==> config.mk <==
export PLATFORM = sky130hd
export DESIGN_NAME = imm_ext_pipe
export DESIGN_NICKNAME = d
export VERILOG_FILES = /design/src/rtl/imm_ext_pipe.sv
export SDC_FILE = /design/constraint.sdc
export NUM_CORES = 1
export LEC_CHECK = 0
export CORE_ASPECT_RATIO = 1.1
export CORE_UTILIZATION = 30
export CTS_CLUSTER_DIAMETER = 100
export DETAILED_ROUTE_END_ITERATION = 12
export HOLD_SLACK_MARGIN = 0.02
export PLACE_DENSITY_LB_ADDON = 0.15
export SETUP_SLACK_MARGIN = 0.5
export SLEW_MARGIN = 40
export SYNTH_ARGS = -nofsm -noshare
export SYNTH_HDL_FRONTEND = slang
export SYNTH_SLANG_ARGS = --single-unit
==> constraint.sdc <==
create_clock -name clk -period 1.42 [get_ports clk]
set_clock_uncertainty 0.1 [all_clocks]
set_input_delay 0.142 -clock clk [delete_from_list [all_inputs] [get_ports clk]]
set_output_delay 0.142 -clock clk [all_outputs]
set_load 0.02 [all_outputs]
==> src/rtl/imm_ext_pipe.sv <==
// imm_ext_pipe: registered ID->EX immediate extender with a 2-entry skid buffer and flush.
// Ports: clk, rst_n (async active-low), flush (sync kill of all entries),
//   in_valid/in_ready/in_imm[IN_W]/in_mode[2]/in_tag[TAG_W] upstream handshake,
//   out_valid/out_ready/out_imm[OUT_W]/out_tag[TAG_W] downstream handshake.
// Modes: 00 zero-ext, 01 sign-ext, 10 upper, 11 branch offset (sign-ext << 2)
//   when IMM_EXT_SHIFT_EN is defined, otherwise identical to zero-ext.
module imm_ext_pipe #(
  parameter int IN_W  = 16,
  parameter int OUT_W = 32,
  parameter int TAG_W = 5
) (
  input  logic             clk,
  input  logic             rst_n,
  input  logic             flush,
  input  logic             in_valid,
  output logic             in_ready,
  input  logic [IN_W-1:0]  in_imm,
  input  logic [1:0]       in_mode,
  input  logic [TAG_W-1:0] in_tag,
  output logic             out_valid,
  input  logic             out_ready,
  output logic [OUT_W-1:0] out_imm,
  output logic [TAG_W-1:0] out_tag
);
  logic [OUT_W-1:0] zx, sx, up, br, ext;
  logic [OUT_W-1:0] m_imm, s_imm;
  logic [TAG_W-1:0] m_tag, s_tag;
  logic             m_valid, s_valid;
  assign zx = {{(OUT_W-IN_W){1'b0}}, in_imm};
  assign sx = {{(OUT_W-IN_W){in_imm[IN_W-1]}}, in_imm};
  assign up = {in_imm, {(OUT_W-IN_W){1'b0}}};
`ifdef IMM_EXT_SHIFT_EN
  assign br = sx << 2;
`else
  assign br = zx;
`endif
  always_comb ext = in_mode == 2'b01 ? sx : in_mode == 2'b10 ? up : in_mode == 2'b11 ? br : zx;
  // Ready comes straight from the skid flag, so it never depends on out_ready combinationally.
  assign in_ready  = !s_valid;
  assign out_valid = m_valid;
  assign out_imm   = m_imm;
  assign out_tag   = m_tag;
  always_ff @(posedge clk or negedge rst_n)
    if (!rst_n) begin
      m_valid <= 1'b0;
      s_valid <= 1'b0;
      m_imm   <= '0;
      m_tag   <= '0;
      s_imm   <= '0;
      s_tag   <= '0;
    end else if (flush) begin
      m_valid <= 1'b0;
      s_valid <= 1'b0;
    end else if (!m_valid || out_ready) begin
      // M is free this cycle: refill from S first to keep order; S full implies no accept.
      if (s_valid) begin
        m_imm   <= s_imm;
        m_tag   <= s_tag;
        m_valid <= 1'b1;
        s_valid <= 1'b0;
      end else begin
        m_valid <= in_valid;
        if (in_valid) begin
          m_imm <= ext;
          m_tag <= in_tag;
        end
      end
    end else if (in_valid && !s_valid) begin
      s_imm   <= ext;
      s_tag   <= in_tag;
      s_valid <= 1'b1;
    end
endmodule

======== Word level (Yosys, flattened, before mapping) ========
Cells that the tools add are included.
storage, ports and cells
  flip-flop bits (word level) ............. 76
  latch bits .............................. 0
  bits in writable memories ............... 0
  bits in read-only memories .............. 0
  input port bits ......................... 28
  output and inout port bits .............. 39
  logic and storage cells ................. 31
  memories kept ........................... 0
operators by class
  $add $sub $neg .......................... 0
  $mul .................................... 0
  divide/modulo/power cells ............... 0
  magnitude comparators ................... 0
  eq/ne operators ......................... 2
  shifts and indexed selects .............. 0
  muxes and demuxes ....................... 12
  bitwise gates (word level) .............. 2
  reductions and logical operators ........ 9
operator list
  kind                  count
  $mux W32              4
  $mux W5               2
  $mux W1               6
  $reduce_and A3 Y1     2
  $reduce_bool A2 Y1    2
  $reduce_bool A3 Y1    1
  $eq A2 B1 Y1 const B  1
  $eq A2 B2 Y1 const B  1
  $logic_not A1 Y1      2
  $not A1 Y1            2
  $logic_and A1 B1 Y1   1
  $logic_or A1 B1 Y1    1

======== Logic depth before layout (Yosys ltp) ========
Gate-level depths: netlist of run 1.
  word-level depth ........................ 5
  mapped depth ............................ 5
  gate-level depth less buffers ........... 3

======== Worst setup path after synthesis of run 1 ========
Ideal clock, no wire load.
  path type ............................... register -> register
  start ................................... register m_valid (netlist: out_valid)
  end ..................................... register m_imm[0] (netlist: out_imm[0])
  library setup time ...................... 0.125 ns
  arrival ................................. 1.375 ns
  required time ........................... 1.195 ns
  setup slack ............................. -0.179 ns
  cell stages (with the launch flop) ...... 5
  path buffers ............................ 1
  clock period less this slack ............ 1.599 ns
  cells stage by stage .................... dfrtp_1 -> nor2b_4 -> nor2_2 -> buf_6 -> mux2_2
on the way
  longest elaborated chain between the ends .. 3
RTL lines
  element                             line  source
  start: declaration                  28    logic m_valid, s_valid;
  start signal: assignment            62    m_valid <= in_valid;
  $logic_not A1 Y1                    54    end else if (!m_valid || out_ready) begin
  $logic_or A1 B1 Y1                  54
  $reduce_and A3 Y1 (no source line)  n/a
  end signal: assignment              57    m_imm <= s_imm;
  end signal: assignment              64    m_imm <= ext;
  end: declaration                    26    logic [OUT_W-1:0] m_imm, s_imm;
Every way passes these cells.
A chain may end at the register's enable or synchronous reset.

======== Worst setup path in the final report of run 1 ========
  start ................................... register s_valid
  end ..................................... register m_imm[7] (netlist: out_imm[7])
on the way
  longest elaborated chain between the ends .. 2
  elaborated cells on any way between the ends .. 3
  those cells by class .................... mux (1); reduce/logical (2)
RTL lines
  element                              line  source
  start: declaration                   28
  start signal: assignment             46    s_valid <= 1'b0;
  start signal: assignment             53    s_valid <= 1'b0;
  start signal: assignment             60    s_valid <= 1'b0;
  $reduce_bool A2 Y1 (no source line)  n/a
  $reduce_and A3 Y1 (no source line)   n/a
Several ways; a longest one is shown, not always the timed one.

==> qor.csv, run 1 <==
stage;metric;value;unit
global_route;largest net degree at the start of global routing;77;
sta;f_max;679;MHz
clock_network;# clock sinks;76;
clock_network;clock transition at the registers of the reported paths;0.06;ns
synth;post-synthesis cell count;345;
floorplan;I/O Pins;67;
placement;HPWL Detailed;5980;microns
layout;Inserted Diodes;0;
sta;post-layout minimum cycle time;1.47;ns
layout;Sequential cell area;1900;sq um
sta;Final Hold Viols;0;
placement;buffers added on ports;66;
synth;Synth area leaders;dfrtp_1 51%, mux2_2 7.0%, o31ai_1 6.3%;
floorplan;Chip Width;108;microns
sta;final hold slack;0.265;ns
floorplan;Initial Util;30.9;%
global_route;gr usage total;15.2;%
sta;setup violators final;41;
synth;Synth top area share;51.2;%
route;Routed WL;9330;microns
clock_network;H-tree lvl count;3;
critical_path;Startpoint Class;flop;
hold_path;Hold Crit Class;in -> async;
layout;share of cells above drive strength 1;38.1;%
layout;Final Net Count;459;
layout;area delta synth->final;47.3;%
critical_path;Setup crit end kind;flop;
synth;register area share after synthesis;51.2;%
pwr;P per Cell Area;1280;nW/um^2
sta;worst-margin pin slew;0.419;ns
synth;synth warn;0;
floorplan;Die Area;12800;sq um
route;first drt pass iteration count;4;
route;DRC viols;0;
clock_network;clk_lat worst skew;0.33;ns
synth;synthesized area per cell;10.8;sq um
clock_network;CTS tree;yes;
sta;Final Max Tran Viols;0;
run_status;status;finished with violations;
clock_network;Max Buffers Root-to-Sink;2;
sta;fin worst setup slack;-0.0527;ns
floorplan;FP Rows;42;
global_route;vias in the first global route;2853;
critical_path;required time worst endpoint;1.54;ns
global_route;grt total ovfl;0;
route;vias per inst;4.82;
sta;Rel. slew slack;72.1;%
critical_path;Critical Path AT;1.59;ns
layout;Multi-input gate area;1800;sq um
clock_network;CTS root buffer;clkbuf_16;
floorplan;chip height;119;microns
run_status;failing checks;setup timing;
sta;RSZ-0062 raised after global routing;true;
critical_path;Crit Path Max Fanout;16;
placement;RD Place Congestion;0.746;
layout;final core utilization;45.5;%
route;Routed Antenna Nets;0;
synth;Netlist cell types;28;
synth;largest area contributor in the synthesized netlist;dfrtp_1;
layout;number of fillers in the final layout;1132;
global_route;initial antenna violation count;0;
synth;number of synthesized register bits;76;
pwr;Leakage;2.54;nW
route;via count;2841;
route;per-cell routed wire length;15.8;microns
sta;period utilisation layout;104;%
floorplan;CORE AREA;12000;sq um
route;initial DRC count;118;
pwr;maximum VDD drop;0.659;mV
synth;Synth Cell Area;3710;sq um
global_route;global-route wire length before repair;14800;microns
clock_network;CTS Buf Count;9;
job;Max-Cap Viols;0;
synth;synthesized net count;373;
critical_path;Worst Path Class, Setup;reg -> reg;
## flip-flops by register name, indices dropped and copies added, names as in the netlist
signal and flops:
out_imm 32, out_tag 5, out_valid 1, s_imm 32
s_tag 5, s_valid 1
## report_power, final
part / switching [mW] / internal (mW) / leakage, nW
registers: 0.283 / 2.63 / 0.951
clock network: 0.864 / 1.46 / 0.144
logic: 0.793 / 0.986 / 1.45
## synthesized netlist by cell type (all sizes together)
master  instances
nor3            1
xor2            1
nor3b           1
mux2           37
and2            1
a31oi           1
o21bai          1
a211oi         15
or2             1
nor2           34
a21oi          15
dfrtp          76
nand2          17
mux2i          21
and3b           1
o21ai          27
buf            22
clkinv          1
nand3           1
inv            32
nor2b           2
clkbuf          6
o31ai          31
## per-layer routing
metal	up-vias	GRT usage, %	routed length, microns
li1	1370	-	-
met5	-	0	0
met2	57	22.7	4400
met3	11	3.14	337
met4	0	6.68	160
met1	1403	21.1	4440
## placed cells by master (no fill, tap or decap), types with 2 or more instances in the layout
cell | synthesis | final
a211oi_1 | 15 | 7
a211oi_2 | 0 | 8
a21oi_1 | 15 | 15
buf_12 | 0 | 9
buf_4 | 2 | 24
buf_6 | 4 | 41
clkbuf_1 | 6 | 4
clkbuf_16 | 0 | 10
clkbuf_8 | 0 | 2
clkdlybuf4s50_1 | 0 | 26
dfrtp_1 | 76 | 74
dfrtp_2 | 0 | 2
inv_1 | 32 | 32
mux2_2 | 23 | 15
mux2_4 | 14 | 22
mux2i_1 | 21 | 21
nand2_1 | 17 | 17
nor2_1 | 33 | 33
nor2b_4 | 1 | 2
o21ai_0 | 27 | 18
o21ai_1 | 0 | 3
o21ai_2 | 0 | 6
o31ai_1 | 31 | 15
o31ai_2 | 0 | 8
o31ai_4 | 0 | 8
## per-stage QoR
stage	instances	setup WS, ns	setup TNS, ns	power [mW]	cell area [sq um]
2_1_floorplan	345	-0.104	-2.14	3.77	3800
4_1_cts	587	-0.0498	-1.30	6.99	5280
5_1_grt	590	-0.0939	-3.81	7.36	5470
3_5_place_dp	566	-0.337	-19.75	4.50	4790
6_report	590	-0.0527	-0.968	7.01	5470
3_3_place_gp	566	-0.331	-20.27	4.48	4790
## worst max-delay path: stages (launching register included)
cell	delay [ns]
dfrtp_2	0.42
buf_6	0.12
o21bai_4	0.19
nor2_4	0.05
buf_12	0.16
mux2_4	0.30
## path summary, 6_finish.rpt
path                       startpoint     endpoint  slack [ns]  cells past startpoint
setup reg to reg              s_valid   out_imm[7]       -0.05                      5
hold / removal                  rst_n  out_imm[30]        0.27                      3
setup / recovery              s_valid   out_imm[7]       -0.05                      5
max in group asynchronous       rst_n      s_valid        0.62                      3
min in group clk                flush    out_valid        0.32                      2
hold reg to reg              s_tag[1]     s_tag[1]        0.40                      1
## what timing repair did
action                                  4_1_cts  5_1_grt
setup buffers                                 3        2
resized for setup                           258       29
endpoints found under the setup margin      115      115
endpoints found under the hold margin        76        0
pin swaps                                     1       12
cloned                                        1        1
hold buffers                                  1        0
## cells by family (layout without fill, tap and decap cells)
family	after synthesis	after routing	synth area share, %
muxes	58	58	18.3
buffers and inverters	61	152	7.71
and+or+nand+nor	59	59	6.94
DFF	76	76	51.2
xor gates and xnor gates	1	1	0.236
AOI/OAI and AO/OA	90	90	15.6
## cell type report
type / count / share of cell area (%)
Timing Repair Buffer: 103 / 20.9
Inverter: 33 / 2.36
Sequential cell: 76 / 34.8
Clock buffer: 15 / 4.89
Multi-Input combinational cell: 208 / 33.0
Tap cell: 154 / 3.52
Clock inverter: 1 / 0.549
Power figures use the tool's default switching activity.
==> inputs of run 2 (changes only) <==
- GPL_TIMING_DRIVEN: not set -> 0
- SKIP_LAST_GASP: not set -> 1
==> run 2 against run 1 <==
  * The run ends with hold timing, setup timing left
  * Core utilization up 0.90 points
  * Clock power down 2%
  * Power down 0.42%
  * Cell area up 2.0%
  * Routed wire length up 5.0%
  * Maximum frequency down 4.8%
  * Critical path depth up 1
  * Register-to-register slack worse by 0.07 ns
  * Global-route usage up 1.2 points
  * Largest cell class unchanged
==> qor.csv, run 2 (synthesis gave the netlist of run 1 again) <==
stage;metric;value;unit;change
route;first drt pass iteration count;4;;unchanged
critical_path;Setup crit end kind;flop;;unchanged
sta;final hold slack;-0.415;ns;was 0.265 ns
route;per-cell routed wire length;16.1;microns;was 15.8 microns
floorplan;I/O Pins;67;;unchanged
clock_network;clk_lat worst skew;0.33;ns;about the same
global_route;grt total ovfl;0;;unchanged
layout;Inserted Diodes;0;;unchanged
floorplan;Die Area;12800;sq um;unchanged
global_route;largest net degree at the start of global routing;47;;was 77
sta;worst-margin pin slew;0.399;ns;was 0.419 ns
sta;RSZ-0062 raised after global routing;true;;unchanged
route;Routed Antenna Nets;0;;unchanged
layout;Final Net Count;476;;was 459
pwr;maximum VDD drop;0.525;mV;was 0.659 mV
critical_path;Startpoint Class;flop;;unchanged
clock_network;H-tree lvl count;3;;unchanged
layout;share of cells above drive strength 1;40.8;%;was 38.1%
critical_path;required time worst endpoint;1.54;ns;about the same
critical_path;CP Cell Sequence;buf_6 -> nor2_4 -> nand3_2 -> buf_8 -> clkbuf_16 -> mux2_4;;was buf_6 -> o21bai_4 -> nor2_4 -> buf_12 -> mux2_4
placement;buffers added on ports;66;;unchanged
placement;pre-CTS setup slack;-0.512;ns;was -0.337 ns
sta;Final Hold Viols;76;;was 0
global_route;global-route wire length before repair;16100;microns;was 14800 microns
global_route;vias in the first global route;3053;;was 2853
sta;Rel. slew slack;73.4;%;was 72.1%
clock_network;Max Buffers Root-to-Sink;2;;unchanged
layout;number of fillers in the final layout;1155;;was 1132
sta;period utilisation layout;109;%;was 104%
global_route;initial antenna violation count;0;;unchanged
layout;most frequent cells in the layout;75 x dfrtp_1, 52 x buf_6, 32 x inv_1, 32 x nor2_1, 28 x mux2_4;;was 74 x dfrtp_1, 41 x buf_6, 33 x nor2_1, 32 x inv_1, 26 x clkdlybuf4s50_1
job;Max-Cap Viols;0;;unchanged
run_status;status;finished with violations;;unchanged
route;DRC viols;0;;unchanged
floorplan;chip height;119;microns;unchanged
placement;placed cell count;566;;unchanged
critical_path;Worst Path Class, Setup;reg -> reg;;unchanged
critical_path;CP Buf/Inv Count;3;;was 2
route;vias per inst;4.72;;was 4.82
critical_path;family with the most delay on the worst path;buffers and inverters;;was flip-flops
global_route;GR Util met1;22.7;%;was 21.1%
layout;area delta synth->final;50.2;%;was 47.3%
clock_network;# clock sinks;76;;unchanged
floorplan;FP Rows;42;;unchanged
layout;Sequential cell area;1900;sq um;about the same
layout;commonest non-fill, non-tap cell in the layout;dfrtp_1;;unchanged
hold_path;Hold Crit Class;in -> async;;unchanged
global_route;gr usage total;16.4;%;was 15.2%
critical_path;slowest CP cell;dfrtp_1;;was dfrtp_2
placement;RD Place Congestion;0.783;;was 0.746
floorplan;Chip Width;108;microns;unchanged
clock_network;CTS tree;yes;;unchanged
sta;setup violators final;72;;was 41
global_route;routing usage on met3;3.47;%;was 3.14%
critical_path;Crit Path Max Fanout;6;;was 16
route;initial DRC count;74;;was 118
clock_network;CTS Buf Count;9;;unchanged
global_route;grt met2 use;25.3;%;was 22.7%
run_status;failing checks;hold timing, setup timing;;was setup timing
sta;Final Max Tran Viols;0;;unchanged
sta;f_max;646;MHz;was 679 MHz
floorplan;Initial Util;30.9;%;unchanged
global_route;global route hottest layer;met2;;unchanged
layout;Multi-input gate area;1790;sq um;was 1800 sq um
route;Routed WL;9790;microns;was 9330 microns
critical_path;max incr delay on CP;0.41;ns;was 0.42 ns
route;via count;2865;;was 2841
pwr;Leakage;2.65;nW;was 2.54 nW
layout;non-filler cells, final;607;;was 590
floorplan;CORE AREA;12000;sq um;unchanged
sta;post-layout minimum cycle time;1.55;ns;was 1.47 ns
placement;HPWL Detailed;6740;microns;was 5980 microns
sta;fin worst setup slack;-0.127;ns;was -0.0527 ns
critical_path;Critical Path AT;1.67;ns;was 1.59 ns
pwr;P per Cell Area;1250;nW/um^2;was 1280 nW/um^2
clock_network;CTS root buffer;clkbuf_16;;unchanged
clock_network;clock transition at the registers of the reported paths;0.06;ns;about the same
run 2: cell count changes in the layout (fill, tap and decap cells not counted), moves of 4 or more:
cell and delta:
buf_6 +11, mux2_4 +6, buf_8 +5, o31ai_4 -4, o21ai_2 -6, buf_12 -5
o21ai_0 +9, mux2_2 -6, o31ai_2 +6
run 2: final cells by class:
cell class / count / area share, %
sequential: 76 / 34.1
multi-input combinational: 208 / 32.1
timing repair buffer: 92 / 17.3
buffer: 28 / 5.47
clock buffer: 10 / 4.10
tap: 154 / 3.45
inverter: 33 / 2.31
clock inverter: 6 / 1.17
run 2: power by group:
part | switching, mW | total (mW) | internal [mW]
Combinational | 0.784 | 1.80 | 1.01
Sequential | 0.280 | 2.90 | 2.62
Clock | 0.918 | 2.28 | 1.36
run 2: worst register-to-register path, cell delays in order (launching register included):
cell and delay [ns]:
dfrtp_1 0.41, buf_6 0.14, nor2_4 0.08, nand3_2 0.09, buf_8 0.16, clkbuf_16 0.17, mux2_4 0.29
run 2: layer usage:
metal / routed length [microns] / share of wire (%)
met2: 4690 / 48
met3: 321 / 3.3
met1: 4660 / 48
met5: 0 / 0
met4: 123 / 1.3
run 2: stage by stage:
stage	utilization (%)	total power, mW	setup TNS (ns)	cell area [sq um]
2_1_floorplan	-	3.77	-2.14	3800
3_3_place_gp	38.7	4.43	-236.75	4660
3_5_place_dp	38.9	4.47	-28.12	4690
4_1_cts	45.1	6.97	-4.53	5420
5_1_grt	46.4	7.33	-8.97	5580
6_report	46.4	6.98	-4.52	5580
run 2: final timing paths:
check / from / end / slack (ns) / cells past startpoint
max in group asynchronous: rst_n / s_imm[16] / 1.10 / 2
worst min register to register: s_imm[11] / s_imm[11] / 0.41 / 1
worst max-delay path: s_valid / s_imm[10] / -0.13 / 6
min in group clk: out_ready / s_valid / 0.34 / 2
worst max register to register: s_valid / s_imm[10] / -0.13 / 6
worst min-delay path: rst_n / out_imm[28] / -0.41 / 1
run 2: what timing repair did:
action,CTS,global route
pin swaps,1,3
gates cloned,1,1
resized for setup,294,27
setup endpoints to repair,115,115
hold endpoints to repair,76,76
buffers inserted,16,7
==> inputs of run 3 (changes only) <==
- SLEW_MARGIN: 40 -> 0
==> run 3 against run 2 <==
  * Global-route usage down 0.50 points
  * Core utilization is 0.68 points lower
  * Sequential power barely moved
  * Worst setup slack improved by 0.012 ns
  * Maximum frequency rose by 0.77%
  * Via count is 1.1% lower
  * Hold slack improved by 0.069 ns
  * Critical endpoint is now s_imm[11]
  * Die area did not move
  * The flow still finishes with violations (hold timing, setup timing)
==> qor.csv, run 3 (synthesis gave the netlist of run 1 again) <==
stage;metric;value;unit;change
run_status;status;finished with violations;;unchanged
run_status;failing checks;hold timing, setup timing;;unchanged
hold_path;Hold Crit Class;in -> async;;unchanged
sta;period utilisation layout;108;%;was 109%
sta;Rel. slew slack;70.1;%;was 73.4%
layout;most frequent cells in the layout;75 x dfrtp_1, 55 x buf_6, 33 x nor2_1, 32 x inv_1, 28 x mux2_4;;was 75 x dfrtp_1, 52 x buf_6, 32 x inv_1, 32 x nor2_1, 28 x mux2_4
layout;commonest non-fill, non-tap cell in the layout;dfrtp_1;;unchanged
critical_path;Critical Path AT;1.65;ns;was 1.67 ns
layout;share of cells above drive strength 1;38.5;%;was 40.8%
floorplan;I/O Pins;67;;unchanged
route;Routed WL;9630;microns;was 9790 microns
sta;Final Max Tran Viols;0;;unchanged
floorplan;Chip Width;108;microns;unchanged
clock_network;CTS Buf Count;9;;unchanged
pwr;Power, Total;6.98;mW;about the same
clock_network;H-tree lvl count;3;;unchanged
pwr;Leakage;2.62;nW;was 2.65 nW
clock_network;CTS root buffer;clkbuf_16;;unchanged
placement;pre-CTS setup slack;-0.501;ns;was -0.512 ns
critical_path;Crit Path Max Fanout;10;;was 6
placement;HPWL Detailed;6740;microns;about the same
critical_path;CP Cell Sequence;nor2b_4 -> nand3_2 -> buf_8 -> buf_12 -> mux2_4;;was buf_6 -> nor2_4 -> nand3_2 -> buf_8 -> clkbuf_16 -> mux2_4
pwr;maximum VDD drop;0.469;mV;was 0.525 mV
layout;non-filler cells, final;609;;was 607
layout;Final Net Count;478;;was 476
clock_network;clock transition at the registers of the reported paths;0.06;ns;about the same
global_route;grt total ovfl;0;;unchanged
placement;RD Place Congestion;0.783;;unchanged
clock_network;# clock sinks;76;;unchanged
route;via count;2834;;was 2865
route;vias per inst;4.65;;was 4.72
global_route;initial antenna violation count;0;;unchanged
sta;setup violators final;64;;was 72
global_route;global-route wire length before repair;15600;microns;was 16100 microns
clock_network;CTS tree;yes;;unchanged
layout;number of fillers in the final layout;1140;;was 1155
floorplan;Initial Util;30.9;%;unchanged
critical_path;Worst Path Class, Setup;reg -> reg;;unchanged
route;DRC viols;0;;unchanged
route;initial DRC count;118;;was 74
route;Routed Antenna Nets;0;;unchanged
clock_network;Max Buffers Root-to-Sink;2;;unchanged
critical_path;Setup crit end kind;flop;;unchanged
floorplan;chip height;119;microns;unchanged
sta;fin worst setup slack;-0.115;ns;was -0.127 ns
critical_path;max incr delay on CP;0.35;ns;was 0.41 ns
route;per-cell routed wire length;15.8;microns;was 16.1 microns
floorplan;Die Area;12800;sq um;unchanged
layout;Inserted Diodes;0;;unchanged
sta;setup TNS;-4.67;ns;was -4.52 ns
sta;post-layout minimum cycle time;1.54;ns;was 1.55 ns
global_route;vias in the first global route;2955;;was 3053
sta;Final Hold Viols;30;;was 76
pwr;P per Cell Area;1270;nW/um^2;was 1250 nW/um^2
critical_path;Startpoint Class;flop;;unchanged
floorplan;CORE AREA;12000;sq um;unchanged
placement;placed cell count;566;;unchanged
layout;area delta synth->final;48.0;%;was 50.2%
sta;f_max;651;MHz;was 646 MHz
global_route;largest net degree at the start of global routing;47;;unchanged
floorplan;FP Rows;42;;unchanged
sta;worst-margin pin slew;0.449;ns;was 0.399 ns
clock_network;clk_lat worst skew;0.33;ns;about the same
global_route;gr usage total;15.9;%;was 16.4%
sta;RSZ-0062 raised after global routing;true;;unchanged
route;first drt pass iteration count;5;;was 4
critical_path;slowest CP cell;dfrtp_2;;was dfrtp_1
job;Max-Cap Viols;0;;unchanged
sta;final hold slack;-0.345;ns;was -0.415 ns
placement;buffers added on ports;66;;unchanged
critical_path;required time worst endpoint;1.53;ns;was 1.54 ns
[run 3: cell type report]
class                      count  area, sq um  share of cell area [%]
buffer                        28          292                    5.30
clock buffer                  10          239                    4.35
clock inverter                 6         63.8                    1.16
inverter                      33          131                    2.39
multi-input combinational    208         1700                    30.9
sequential                    76         1900                    34.6
tap                          154          193                    3.50
timing repair buffer          94          978                    17.8
[run 3: repair_timing]
| item | in CTS | in global routing |
|---|---|---|
| hold endpoints to repair | 30 | 30 |
| cloned | 1 | 0 |
| endpoints found under the setup margin | 115 | 115 |
| resized for setup | 278 | 25 |
| pin swaps | 2 | 3 |
| buffers inserted | 12 | 14 |
[run 3: per-stage QoR]
| step | cell area [sq um] | utilization (%) |
|---|---|---|
| floorplan | 3800 | - |
| global placement | 4660 | 38.7 |
| detailed placement | 4680 | 38.9 |
| CTS | 5310 | 44.1 |
| global route | 5500 | 45.7 |
| finish | 5500 | 45.7 |
[run 3: path summary, 6_finish.rpt]
check / depth (start not counted) / startpoint / endpoint / slack [ns]
worst max-delay path: 5 / out_valid / s_imm[11] / -0.12
worst min-delay path: 1 / rst_n / out_imm[28] / -0.35
worst max register to register: 5 / out_valid / s_imm[11] / -0.12
worst min register to register: 1 / s_imm[11] / s_imm[11] / 0.41
max in group asynchronous: 2 / rst_n / s_imm[21] / 0.98
min in group clk: 2 / flush / out_valid / 0.30
[run 3: routing by layer]
layer / part of all wire (%) / vias to the layer above / track usage (%)
li1: - / 1398 / -
met1: 48 / 1377 / 22.1
met2: 48 / 51 / 24.7
met3: 3.1 / 8 / 2.98
met4: 1.0 / 0 / 5.39
met5: 0 / - / 0
[run 3: where the power goes]
| group | total (mW) | internal [mW] | leakage (nW) | switching [mW] |
|---|---|---|---|---|
| combinational | 1.78 | 1.01 | 1.52 | 0.772 |
| clock | 2.30 | 1.40 | 0.144 | 0.896 |
| sequential | 2.90 | 2.62 | 0.953 | 0.273 |
[run 3: critical path, delay by kind of cell, from the launching register on]
family                 cells  cell delay, ns
and+or+nand+nor            2            0.36
buffers and inverters      2            0.31
muxes                      1            0.29
DFF                        1            0.35
